## config.mk

```make
export PLATFORM = sky130hd
export DESIGN_NAME = master_addr_fifo_drain_flat
export DESIGN_NICKNAME = d
export VERILOG_FILES = /design/src/rtl/master_addr_pkg.sv /design/src/rtl/master_addr_fifo_drain_if.sv /design/src/rtl/master_addr_skid2.sv /design/src/rtl/master_addr_fifo_drain.sv /design/src/flat_wrapper.sv
export SDC_FILE = /design/constraint.sdc
export NUM_CORES = 1
export LEC_CHECK = 0
export ABC_AREA = 1
export CORE_MARGIN = 2
export CORE_UTILIZATION = 50
export CTS_CLUSTER_DIAMETER = 80
export DETAILED_ROUTE_END_ITERATION = 12
export PLACE_DENSITY = 0.79
export SLEW_MARGIN = 0
export SYNTH_ARGS = -nofsm -noshare
export SYNTH_HDL_FRONTEND = slang
export SYNTH_SLANG_ARGS = --single-unit
```

## constraint.sdc

```tcl
create_clock -name clk -period 2.9 [get_ports clk]
set_input_delay 0.58 -clock clk [delete_from_list [all_inputs] [get_ports clk]]
set_output_delay 0.58 -clock clk [all_outputs]
set_load 0.005 [all_outputs]
```

## src/rtl/master_addr_pkg.sv

```systemverilog
// Shared definitions for the master address FIFO: burst encodings, packed-word field offsets
// and the packed width, used by both the write-side packer and the read-side drain.
package master_addr_pkg;

    localparam logic [1:0] BURST_FIXED = 2'b00;
    localparam logic [1:0] BURST_INCR  = 2'b01;
    localparam logic [1:0] BURST_WRAP  = 2'b10;

    // Packed word is {id, addr, len[7:0], burst[1:0]}, MSB to LSB.
    localparam int unsigned BURST_LSB = 0;
    localparam int unsigned LEN_LSB   = 2;
    localparam int unsigned ADDR_LSB  = 10;

    function automatic int unsigned fifo_width(input int unsigned id_w,
                                               input int unsigned addr_w);
        return id_w + addr_w + 10;
    endfunction

    function automatic int unsigned id_lsb(input int unsigned addr_w);
        return ADDR_LSB + addr_w;
    endfunction

endpackage

```

## src/rtl/master_addr_fifo_drain_if.sv

```systemverilog
// FIFO read port plus AXI address channel seen by the drain; master = drain side,
// slave = FIFO/interconnect side.
interface master_addr_fifo_drain_if
    import master_addr_pkg::*;
#(
    parameter int unsigned ID_WIDTH   = 4,
    parameter int unsigned ADDR_WIDTH = 32,
    parameter int unsigned FIFO_WIDTH = fifo_width(ID_WIDTH, ADDR_WIDTH)
) ();

    logic                  fifo_rd_en;
    logic                  fifo_rd_empty;
    logic [FIFO_WIDTH-1:0] fifo_rd_data;

    logic [ID_WIDTH-1:0]   axi_id;
    logic [ADDR_WIDTH-1:0] axi_addr;
    logic [7:0]            axi_len;
    logic [1:0]            axi_burst;
    logic                  axi_valid;
    logic                  axi_ready;
    logic                  txn_done;

    modport master (
        output fifo_rd_en,
        input  fifo_rd_empty,
        input  fifo_rd_data,
        output axi_id,
        output axi_addr,
        output axi_len,
        output axi_burst,
        output axi_valid,
        input  axi_ready,
        input  txn_done
    );

    modport slave (
        input  fifo_rd_en,
        output fifo_rd_empty,
        output fifo_rd_data,
        input  axi_id,
        input  axi_addr,
        input  axi_len,
        input  axi_burst,
        input  axi_valid,
        output axi_ready,
        output txn_done
    );

endinterface

```

## src/rtl/master_addr_skid2.sv

```systemverilog
// Two-entry pointer FIFO that absorbs the one-cycle read latency of the async FIFO.
// The caller guarantees no push while full.
module master_addr_skid2 #(
    parameter int unsigned WIDTH = 46
) (
    input  logic             clk,
    input  logic             rstn,
    input  logic             push,
    input  logic [WIDTH-1:0] push_data,
    input  logic             pop,
    output logic [1:0]       occ,
    output logic [WIDTH-1:0] head
);

    logic [WIDTH-1:0] mem_q [2];
    logic             rd_ptr_q, wr_ptr_q;
    logic [1:0]       occ_q, occ_d;

    always_comb begin
        occ_d = occ_q + {1'b0, push} - {1'b0, pop};
    end

    always_ff @(posedge clk or negedge rstn) begin
        if (!rstn) begin
            mem_q[0] <= '0;
            mem_q[1] <= '0;
            rd_ptr_q <= 1'b0;
            wr_ptr_q <= 1'b0;
            occ_q    <= 2'd0;
        end else begin
            if (push) begin
                mem_q[wr_ptr_q] <= push_data;
                wr_ptr_q        <= ~wr_ptr_q;
            end
            if (pop) begin
                rd_ptr_q <= ~rd_ptr_q;
            end
            occ_q <= occ_d;
        end
    end

    assign occ  = occ_q;
    assign head = mem_q[rd_ptr_q];

endmodule

```

## src/rtl/master_addr_fifo_drain.sv

```systemverilog
// Pops packed address words from the async FIFO read port and issues them on an AXI AW/AR
// channel, capping the number of issued-but-not-completed bursts.
module master_addr_fifo_drain
    import master_addr_pkg::*;
#(
    parameter int unsigned ID_WIDTH        = 4,
    parameter int unsigned ADDR_WIDTH      = 32,
    parameter int unsigned FIFO_WIDTH      = fifo_width(ID_WIDTH, ADDR_WIDTH),
    parameter int unsigned OUTSTANDING_MAX = 8,
    parameter int unsigned CNT_WIDTH       = 8
) (
    input  logic                  clk,
    input  logic                  rstn,
    master_addr_fifo_drain_if.master bus,
    output logic [CNT_WIDTH-1:0]  outstanding,
    output logic                  idle
);

    logic                  inflight_q;
    logic [1:0]            occ;
    logic [FIFO_WIDTH-1:0] head;
    logic                  pop;
    logic                  dec;
    logic [2:0]            fill;
    logic [CNT_WIDTH-1:0]  outstanding_q, outstanding_d;

    master_addr_skid2 #(
        .WIDTH (FIFO_WIDTH)
    ) u_skid (
        .clk       (clk),
        .rstn      (rstn),
        .push      (inflight_q),
        .push_data (bus.fifo_rd_data),
        .pop       (pop),
        .occ       (occ),
        .head      (head)
    );

    // Gate uses registered count only, and the count moves up solely on handshake,
    // so a raised valid can never be withdrawn before it is accepted.
    assign bus.axi_valid = (occ != 2'd0) && (outstanding_q < CNT_WIDTH'(OUTSTANDING_MAX));
    assign pop           = bus.axi_valid && bus.axi_ready;

    // Request only if the word will have a free slot when it lands next cycle.
    assign fill           = {1'b0, occ} + {2'b00, inflight_q} - {2'b00, pop};
    assign bus.fifo_rd_en = rstn && !bus.fifo_rd_empty && (fill < 3'd2);

    assign bus.axi_id    = head[id_lsb(ADDR_WIDTH) +: ID_WIDTH];
    assign bus.axi_addr  = head[ADDR_LSB +: ADDR_WIDTH];
    assign bus.axi_len   = head[LEN_LSB +: 8];
    assign bus.axi_burst = head[BURST_LSB +: 2];

    // Completions against an empty count are spurious and dropped.
    assign dec = bus.txn_done && (outstanding_q != '0);

    always_comb begin
        outstanding_d = outstanding_q;
        if (pop && !dec) begin
            outstanding_d = outstanding_q + CNT_WIDTH'(1);
        end else if (!pop && dec) begin
            outstanding_d = outstanding_q - CNT_WIDTH'(1);
        end
    end

    always_ff @(posedge clk or negedge rstn) begin
        if (!rstn) begin
            inflight_q    <= 1'b0;
            outstanding_q <= '0;
        end else begin
            inflight_q    <= bus.fifo_rd_en;
            outstanding_q <= outstanding_d;
        end
    end

    assign outstanding = outstanding_q;
    assign idle        = (occ == 2'd0) && !inflight_q && (outstanding_q == '0);

endmodule
```

## src/flat_wrapper.sv

```systemverilog
// flat-port wrapper written by rule: the top's interface ports become plain ports
module master_addr_fifo_drain_flat import master_addr_pkg::*;
#(
    parameter int unsigned ID_WIDTH        = 4,
    parameter int unsigned ADDR_WIDTH      = 32,
    parameter int unsigned FIFO_WIDTH      = fifo_width(ID_WIDTH, ADDR_WIDTH),
    parameter int unsigned OUTSTANDING_MAX = 8,
    parameter int unsigned CNT_WIDTH       = 8
)
  (clk, rstn, outstanding, idle, bus_fifo_rd_en, bus_fifo_rd_empty, bus_fifo_rd_data, bus_axi_id, bus_axi_addr, bus_axi_len, bus_axi_burst, bus_axi_valid, bus_axi_ready, bus_txn_done);
  master_addr_fifo_drain_if #(.ID_WIDTH(ID_WIDTH), .ADDR_WIDTH(ADDR_WIDTH), .FIFO_WIDTH(FIFO_WIDTH)) bus_i ();
  input  logic clk;
  input  logic rstn;
  output logic [CNT_WIDTH-1:0] outstanding;
  output logic idle;
  output wire logic [$bits(bus_i.fifo_rd_en)-1:0] bus_fifo_rd_en;
  input wire logic [$bits(bus_i.fifo_rd_empty)-1:0] bus_fifo_rd_empty;
  input wire logic [$bits(bus_i.fifo_rd_data)-1:0] bus_fifo_rd_data;
  output wire logic [$bits(bus_i.axi_id)-1:0] bus_axi_id;
  output wire logic [$bits(bus_i.axi_addr)-1:0] bus_axi_addr;
  output wire logic [$bits(bus_i.axi_len)-1:0] bus_axi_len;
  output wire logic [$bits(bus_i.axi_burst)-1:0] bus_axi_burst;
  output wire logic [$bits(bus_i.axi_valid)-1:0] bus_axi_valid;
  input wire logic [$bits(bus_i.axi_ready)-1:0] bus_axi_ready;
  input wire logic [$bits(bus_i.txn_done)-1:0] bus_txn_done;
  assign bus_fifo_rd_en = bus_i.fifo_rd_en;
  assign bus_i.fifo_rd_empty = bus_fifo_rd_empty;
  assign bus_i.fifo_rd_data = bus_fifo_rd_data;
  assign bus_axi_id = bus_i.axi_id;
  assign bus_axi_addr = bus_i.axi_addr;
  assign bus_axi_len = bus_i.axi_len;
  assign bus_axi_burst = bus_i.axi_burst;
  assign bus_axi_valid = bus_i.axi_valid;
  assign bus_i.axi_ready = bus_axi_ready;
  assign bus_i.txn_done = bus_txn_done;
  master_addr_fifo_drain #(.ID_WIDTH(ID_WIDTH), .ADDR_WIDTH(ADDR_WIDTH), .FIFO_WIDTH(FIFO_WIDTH), .OUTSTANDING_MAX(OUTSTANDING_MAX), .CNT_WIDTH(CNT_WIDTH)) u_core (.clk(clk), .rstn(rstn), .bus(bus_i), .outstanding(outstanding), .idle(idle));
endmodule
```

Word level (Yosys, flattened, before mapping)
Index checks and enable logic that the tools add are counted.
{"block": "word_totals", "register_bits": 105, "in_bits": 51, "out_inout_bits": 57, "elab_cells": 49}
{"block": "classes", "add_sub_neg": 6, "order_cmp": 5, "muxes": 8, "n_bitwise": 4, "n_reduce_logical": 19}
{"op": "$mux W46", "count": 4}
{"op": "$bwmux W92", "count": 1}
{"op": "$demux W46 S1", "count": 1}
{"op": "$mux W8", "count": 2}
{"op": "$logic_and A1 B1 Y1", "count": 10}
{"op": "$add A8 B1 Y8 const B", "count": 1}
{"op": "$logic_not A8 Y1", "count": 1}
{"op": "$lt A8 B4 Y1 const B", "count": 1}
{"op": "$reduce_bool A8 Y1", "count": 1}
{"op": "$sub A8 B1 Y8 const B", "count": 1}
{"op": "$ge A2 B2 Y1 const B", "count": 2}
{"op": "$logic_not A1 Y1", "count": 4}
{"op": "$not A1 Y2", "count": 2}
{"op": "$reduce_bool A2 Y1", "count": 2}
{"op": "$add A2 B1 Y3", "count": 1}
{"op": "$lt A3 B2 Y1 const B", "count": 1}
{"op": "$sub A3 B1 Y3", "count": 1}
{"op": "$add A2 B1 Y2", "count": 1}
{"op": "$logic_not A2 Y1", "count": 1}
{"op": "$lt A2 B1 Y1 const B", "count": 1}
{"op": "$not A1 Y1", "count": 2}
{"op": "$sub A2 B1 Y2", "count": 1}

Logic depth before layout (Yosys ltp)
{"block": "depth", "ltp_word": 7, "ltp_mapped": 15, "mapped_depth_nobuf": 15}

Hierarchy
A second synthesis with hierarchy kept.
{"block": "unflattened", "cells_unflattened": 618, "area_unflattened_um2": 5197.5}
{"module": "master_addr_skid2", "n_inst": 1, "cells_per_inst": 513, "area_each_um2": 4425.5, "seq_area_each_um2": 2402.3}
{"module": "master_addr_fifo_drain", "n_inst": 1, "cells_per_inst": 105, "area_each_um2": 772.0, "seq_area_each_um2": 225.2}

Worst setup path before layout
No wires, ideal clock.
{"block": "synth_timing", "path_type": "register to output", "from": "register u_core.outstanding_q[7], in the netlist u_core.outstanding[7]", "to": "output port bus_fifo_rd_en", "t_arrival_ns": 2.221, "required_time_ns": 2.320, "slack_ns": 0.099, "stages_incl_launch_ff": 11, "path_buffers": 0, "cell_sequence": "dfrtp_1 -> nor2_1 -> nand2_1 -> nor3_1 -> nand2_1 -> inv_1 -> ha_1 -> inv_1 -> ha_1 -> fa_1 -> nor4b_1"}
{"block": "synth_via", "elab_chain_len": 6}
{"element": "from (decl)", "line_no": "master_addr_fifo_drain.sv:25", "source": "logic [CNT_WIDTH-1:0] outstanding_q, outstanding_d;"}
{"element": "from (signal assigned)", "line_no": "master_addr_fifo_drain.sv:71", "source": "outstanding_q <= outstanding_d;"}
{"element": "$lt A8 B4 Y1", "line_no": "master_addr_fifo_drain.sv:41", "source": "assign bus.axi_valid = (occ != 2'd0) && (outstanding_q < CNT_WIDTH'(OUTSTANDING_MAX));"}
{"element": "$logic_and A1 B1 Y1", "line_no": "master_addr_fifo_drain.sv:41"}
{"element": "via bus_axi_valid", "line_no": "flat_wrapper.sv:23", "source": "output wire logic [$bits(bus_i.axi_valid)-1:0] bus_axi_valid;"}
{"element": "$logic_and A1 B1 Y1", "line_no": "master_addr_fifo_drain.sv:42", "source": "assign pop = bus.axi_valid && bus.axi_ready;"}
{"element": "via u_core.pop", "line_no": "master_addr_fifo_drain.sv:22", "source": "logic pop;"}
{"element": "$sub A3 B1 Y3", "line_no": "master_addr_fifo_drain.sv:45", "source": "assign fill = {1'b0, occ} + {2'b00, inflight_q} - {2'b00, pop};"}
{"element": "via u_core.fill[1]", "line_no": "master_addr_fifo_drain.sv:24", "source": "logic [2:0] fill;"}
{"element": "$lt A3 B2 Y1", "line_no": "master_addr_fifo_drain.sv:46", "source": "assign bus.fifo_rd_en = rstn && !bus.fifo_rd_empty && (fill < 3'd2);"}
{"element": "$logic_and A1 B1 Y1", "line_no": "master_addr_fifo_drain.sv:46"}
{"element": "to (decl)", "line_no": "flat_wrapper.sv:16", "source": "output wire logic [$bits(bus_i.fifo_rd_en)-1:0] bus_fifo_rd_en;"}
The timed path passes the listed nets, and every way through them passes these cells.

Worst setup path after layout
{"block": "layout_timing", "from": "register u_core.outstanding_q[7], in the netlist u_core.outstanding[7]", "to": "output port bus_fifo_rd_en"}
{"block": "layout_via", "elab_chain_len": 6}
{"element": "$lt A8 B4 Y1", "line_no": "master_addr_fifo_drain.sv:41"}
{"element": "$logic_and A1 B1 Y1", "line_no": "master_addr_fifo_drain.sv:41"}
{"element": "$logic_and A1 B1 Y1", "line_no": "master_addr_fifo_drain.sv:42"}
{"element": "via u_core.pop", "line_no": "master_addr_fifo_drain.sv:22"}
{"element": "$sub A3 B1 Y3", "line_no": "master_addr_fifo_drain.sv:45"}
{"element": "via u_core.fill[1]", "line_no": "master_addr_fifo_drain.sv:24"}
{"element": "$lt A3 B2 Y1", "line_no": "master_addr_fifo_drain.sv:46"}
{"element": "$logic_and A1 B1 Y1", "line_no": "master_addr_fifo_drain.sv:46"}
The timed path passes the listed nets, and every way through them passes these cells.

==> impl_metrics.ini <==
[global_routing]
met1_usage_pct = 30.2
top_usage_layer = met2
grt_pass1_wl_mm = 20.5
grt_antenna_before_repair = 0
grt_max_degree = 55
grt_util_all_layers_pct = 23.3
use_met3_pct = 4.95
use_met2_pct = 39.7
overflow = 0
first_global_vias = 4349

[clock_network]
clockBufferDepth = 2
cts_tree = yes
hold_buffers = 0
numCtsBuffers = 9
clock_latency_ns = 0.36
clkSlewWorstSetupHoldPaths_ns = 0.09
cts_root_buffer = clkbuf_8
clock_sinks = 105
h-tree-depth = 3

[power]
power.density_nw_per_um2 = 1110
seqPwrFrac_pct = 35.2
pwr-share-clk_pct = 10.6
intPower_mw = 4.66
p_comb_share_pct = 54.2
power_switching_mw = 2.88
sw_frac_of_total_pct = 38.2
peakVddDrop_uv = 624
p_leak_nw = 3.46

[synthesis]
yosysWarningCount = 0
syn_area_um2 = 4990
postSynthCellCount = 610
avgSynthCellArea_um2 = 8.19
yosysSeqAreaShare_pct = 52.6
synth_nets = 672
ys_seq_elements = 105
post_synth_num_cell_types = 24

[flow_run]
maxCapViolCount = 0

[floorplan]
initial_core_util_pct = 51.3
coreArea_um2 = 9730
die_w_um = 104
die_h_um = 104
die_area_um2 = 10800
ios = 108
num_rows = 36

[sta]
slew_violations = 0
setup_viol = 1
relSlewSlack_pct = 54.1
period_share_pct = 113
min_period_ns = 3.27
final-hold-violation-count = 0
setup_tns_ns = -0.366
clock.fmax_mhz = 306
worstMarginPinSlew_ns = 0.689
hold_ws_ns = 0.369
finalClockSkew_ns = 0.0121
rsz0062_at_grt = yes
timing.final.ws_setup_ns = -0.366

[detailed_routing]
drt_drc_violations_left = 0
wl_per_cell_um = 13.9
avgViaCountPerCell = 4.98
dr.pass1.iters = 5
drtAntennaViolNets = 0
drt_iter0_markers = 254
vias = 4388
drt_wl_total_mm = 12.3

[critical_path]
critPathCaptureType = primary output
regToRegSetupSlack_ns = 0.11
critical_path_arrival_ns = 2.69
worst_r2r_endpoint = u_core.u_skid.rd_ptr_q$_DFFE_PN0P_
crit_path_max_fanout = 2
critPathTopFamily = simple AND/OR/NAND/NOR gates
slowest_delay_ns = 0.47
reg2reg_from = u_core.outstanding[7]$_DFFE_PN0P_
critPathLaunchType = flip-flop
crit_buf_inv = 3
path_cells = nor2_2, nand2_2, nor3_4, nand2_2, inv_2, ha_4, inv_2, ha_4, fa_2, nor4b_4, buf_2
cp.required_ns = 2.32
cpMaxStageDelayCell = fa_2
crit_type = flip-flop to primary output
r2r_cells = 20

[place]
io_buffers = 107
gp_congestion = 0.858
place_ws_ns = -0.919
dp_hpwl_mm = 7.62
dp_cells = 841

[final_layout]
drive_gt1_share_pct = 16.0
final_cells = 882
final_nets = 806
antenna_cells = 0
fillCellCount = 769
syn_to_final_growth_pct = 35.6
layout_commonest_cell = nand2_1
seq_area_um2 = 2630
final_cell_mix = nand2_1 (265), clkdlybuf4s50_1 (105), dfrtp_1 (104)
final_util_pct = 69.6
multi_input_area_um2 = 2090

[status]
violations = setup timing
outcome = finished, violations left

[min_path]
min_path_type = input pin to asynchronous set/reset pin
## what timing repair did
item / CTS / global route
setup endpoints to repair: 1 / 9
setup buffers: 31 / 4
pin swaps: 9 / 12
resized for setup: 28 / 20
## power groups by stage
stage	registers (mW)	clock network (mW)	logic (mW)
after detailed placement	2.64	0	3.76
after CTS	2.63	0.815	3.95
after floorplan	2.58	0	2.01
after global placement	2.60	0	3.63
after global routing	2.74	0.872	4.56
final	2.65	0.801	4.09
## logic make-up (layout without fill, tap and decap cells)
group / after synthesis / count (layout) / share of synthesized area, %
buffers and inverters: 97 / 236 / 8.69
DFF: 105 / 105 / 52.6
adders and majority gates: 11 / 11 / 3.06
AOI/OAI and AO/OA: 99 / 99 / 12.2
xor gates and xnor gates: 4 / 4 / 0.702
and+or+nand+nor: 294 / 294 / 22.8
## metal layers
| layer | part of all wire [%] | up-vias |
|---|---|---|
| met2 | 50 | 148 |
| met1 | 43 | 2072 |
| li1 | - | 2148 |
| met4 | 1.8 | 0 |
| met5 | 0 | - |
| met3 | 5.4 | 20 |
## cells in the mapped netlist
library cell  count  area share, %
nand2_1         269             20
dfrtp_1         105             53
inv_1            65            4.9
o21ai_0          55            5.5
o21ai_2          30            5.3
nand3_1          11            1.1
clkbuf_1         10           0.75
o21ai_1          10            1.0
ha_1              9            2.3
buf_6             8            1.8
buf_2             7           0.70
nor2_1            7           0.53
buf_1             5           0.38
a21oi_1           4           0.40
nor3_1            3           0.30
fa_1              2           0.80
xnor2_1           2           0.35
xor2_1            2           0.35
clkbuf_2          1           0.10
inv_2             1          0.075
nand3b_1          1           0.15
nor4b_1           1           0.18
or2_2             1           0.13
or2_4             1           0.18
## worst reg2reg max path, delay by kind of cell (launching register included)
kind / cells / cell delay, ns
xor+xnor: 1 / 0.12
buf+inv: 15 / 1.64
flops: 1 / 0.41
simple gates: 4 / 0.50
## stage by stage
stage / power [mW] / area (um^2)
after floorplan: 4.58 / 4990
after global placement: 6.23 / 6220
after detailed placement: 6.40 / 6220
after CTS: 7.39 / 6710
after global routing: 8.17 / 6780
final: 7.54 / 6780
## worst max path at each step
stage	from	endpoint	slack, ns	depth (start not counted)
5_1_grt	u_core.outstanding[7]$_DFFE_PN0P_	bus_fifo_rd_en	-0.48	11
3_5_place_dp	bus_axi_ready	bus_fifo_rd_en	-0.92	10
2_1_floorplan	u_core.outstanding[7]$_DFFE_PN0P_	bus_fifo_rd_en	0.1	10
3_3_place_gp	bus_axi_ready	bus_fifo_rd_en	-0.68	10
6_report	u_core.outstanding[7]$_DFFE_PN0P_	bus_fifo_rd_en	-0.37	11
4_1_cts	u_core.outstanding[6]$_DFFE_PN0P_	bus_fifo_rd_en	-0.47	11
## state kept, by name, summed over array words and instances (netlist names)
signal / cells
u_core.u_skid.wr_ptr_q: 1
u_core.u_skid.mem_q: 92
u_core.u_skid.occ: 2
u_core.outstanding: 8
u_core.u_skid.rd_ptr_q: 1
u_core.inflight_q: 1
## layout make-up
type	count	share of cell area [%]
Sequential cell	105	38.8
Multi-Input combinational cell	408	30.9
Timing Repair Buffer	154	21.7
Inverter	66	3.77
Tap cell	133	2.46
Clock buffer	12	1.99
Clock inverter	4	0.425
Power figures use the tool's default switching activity.
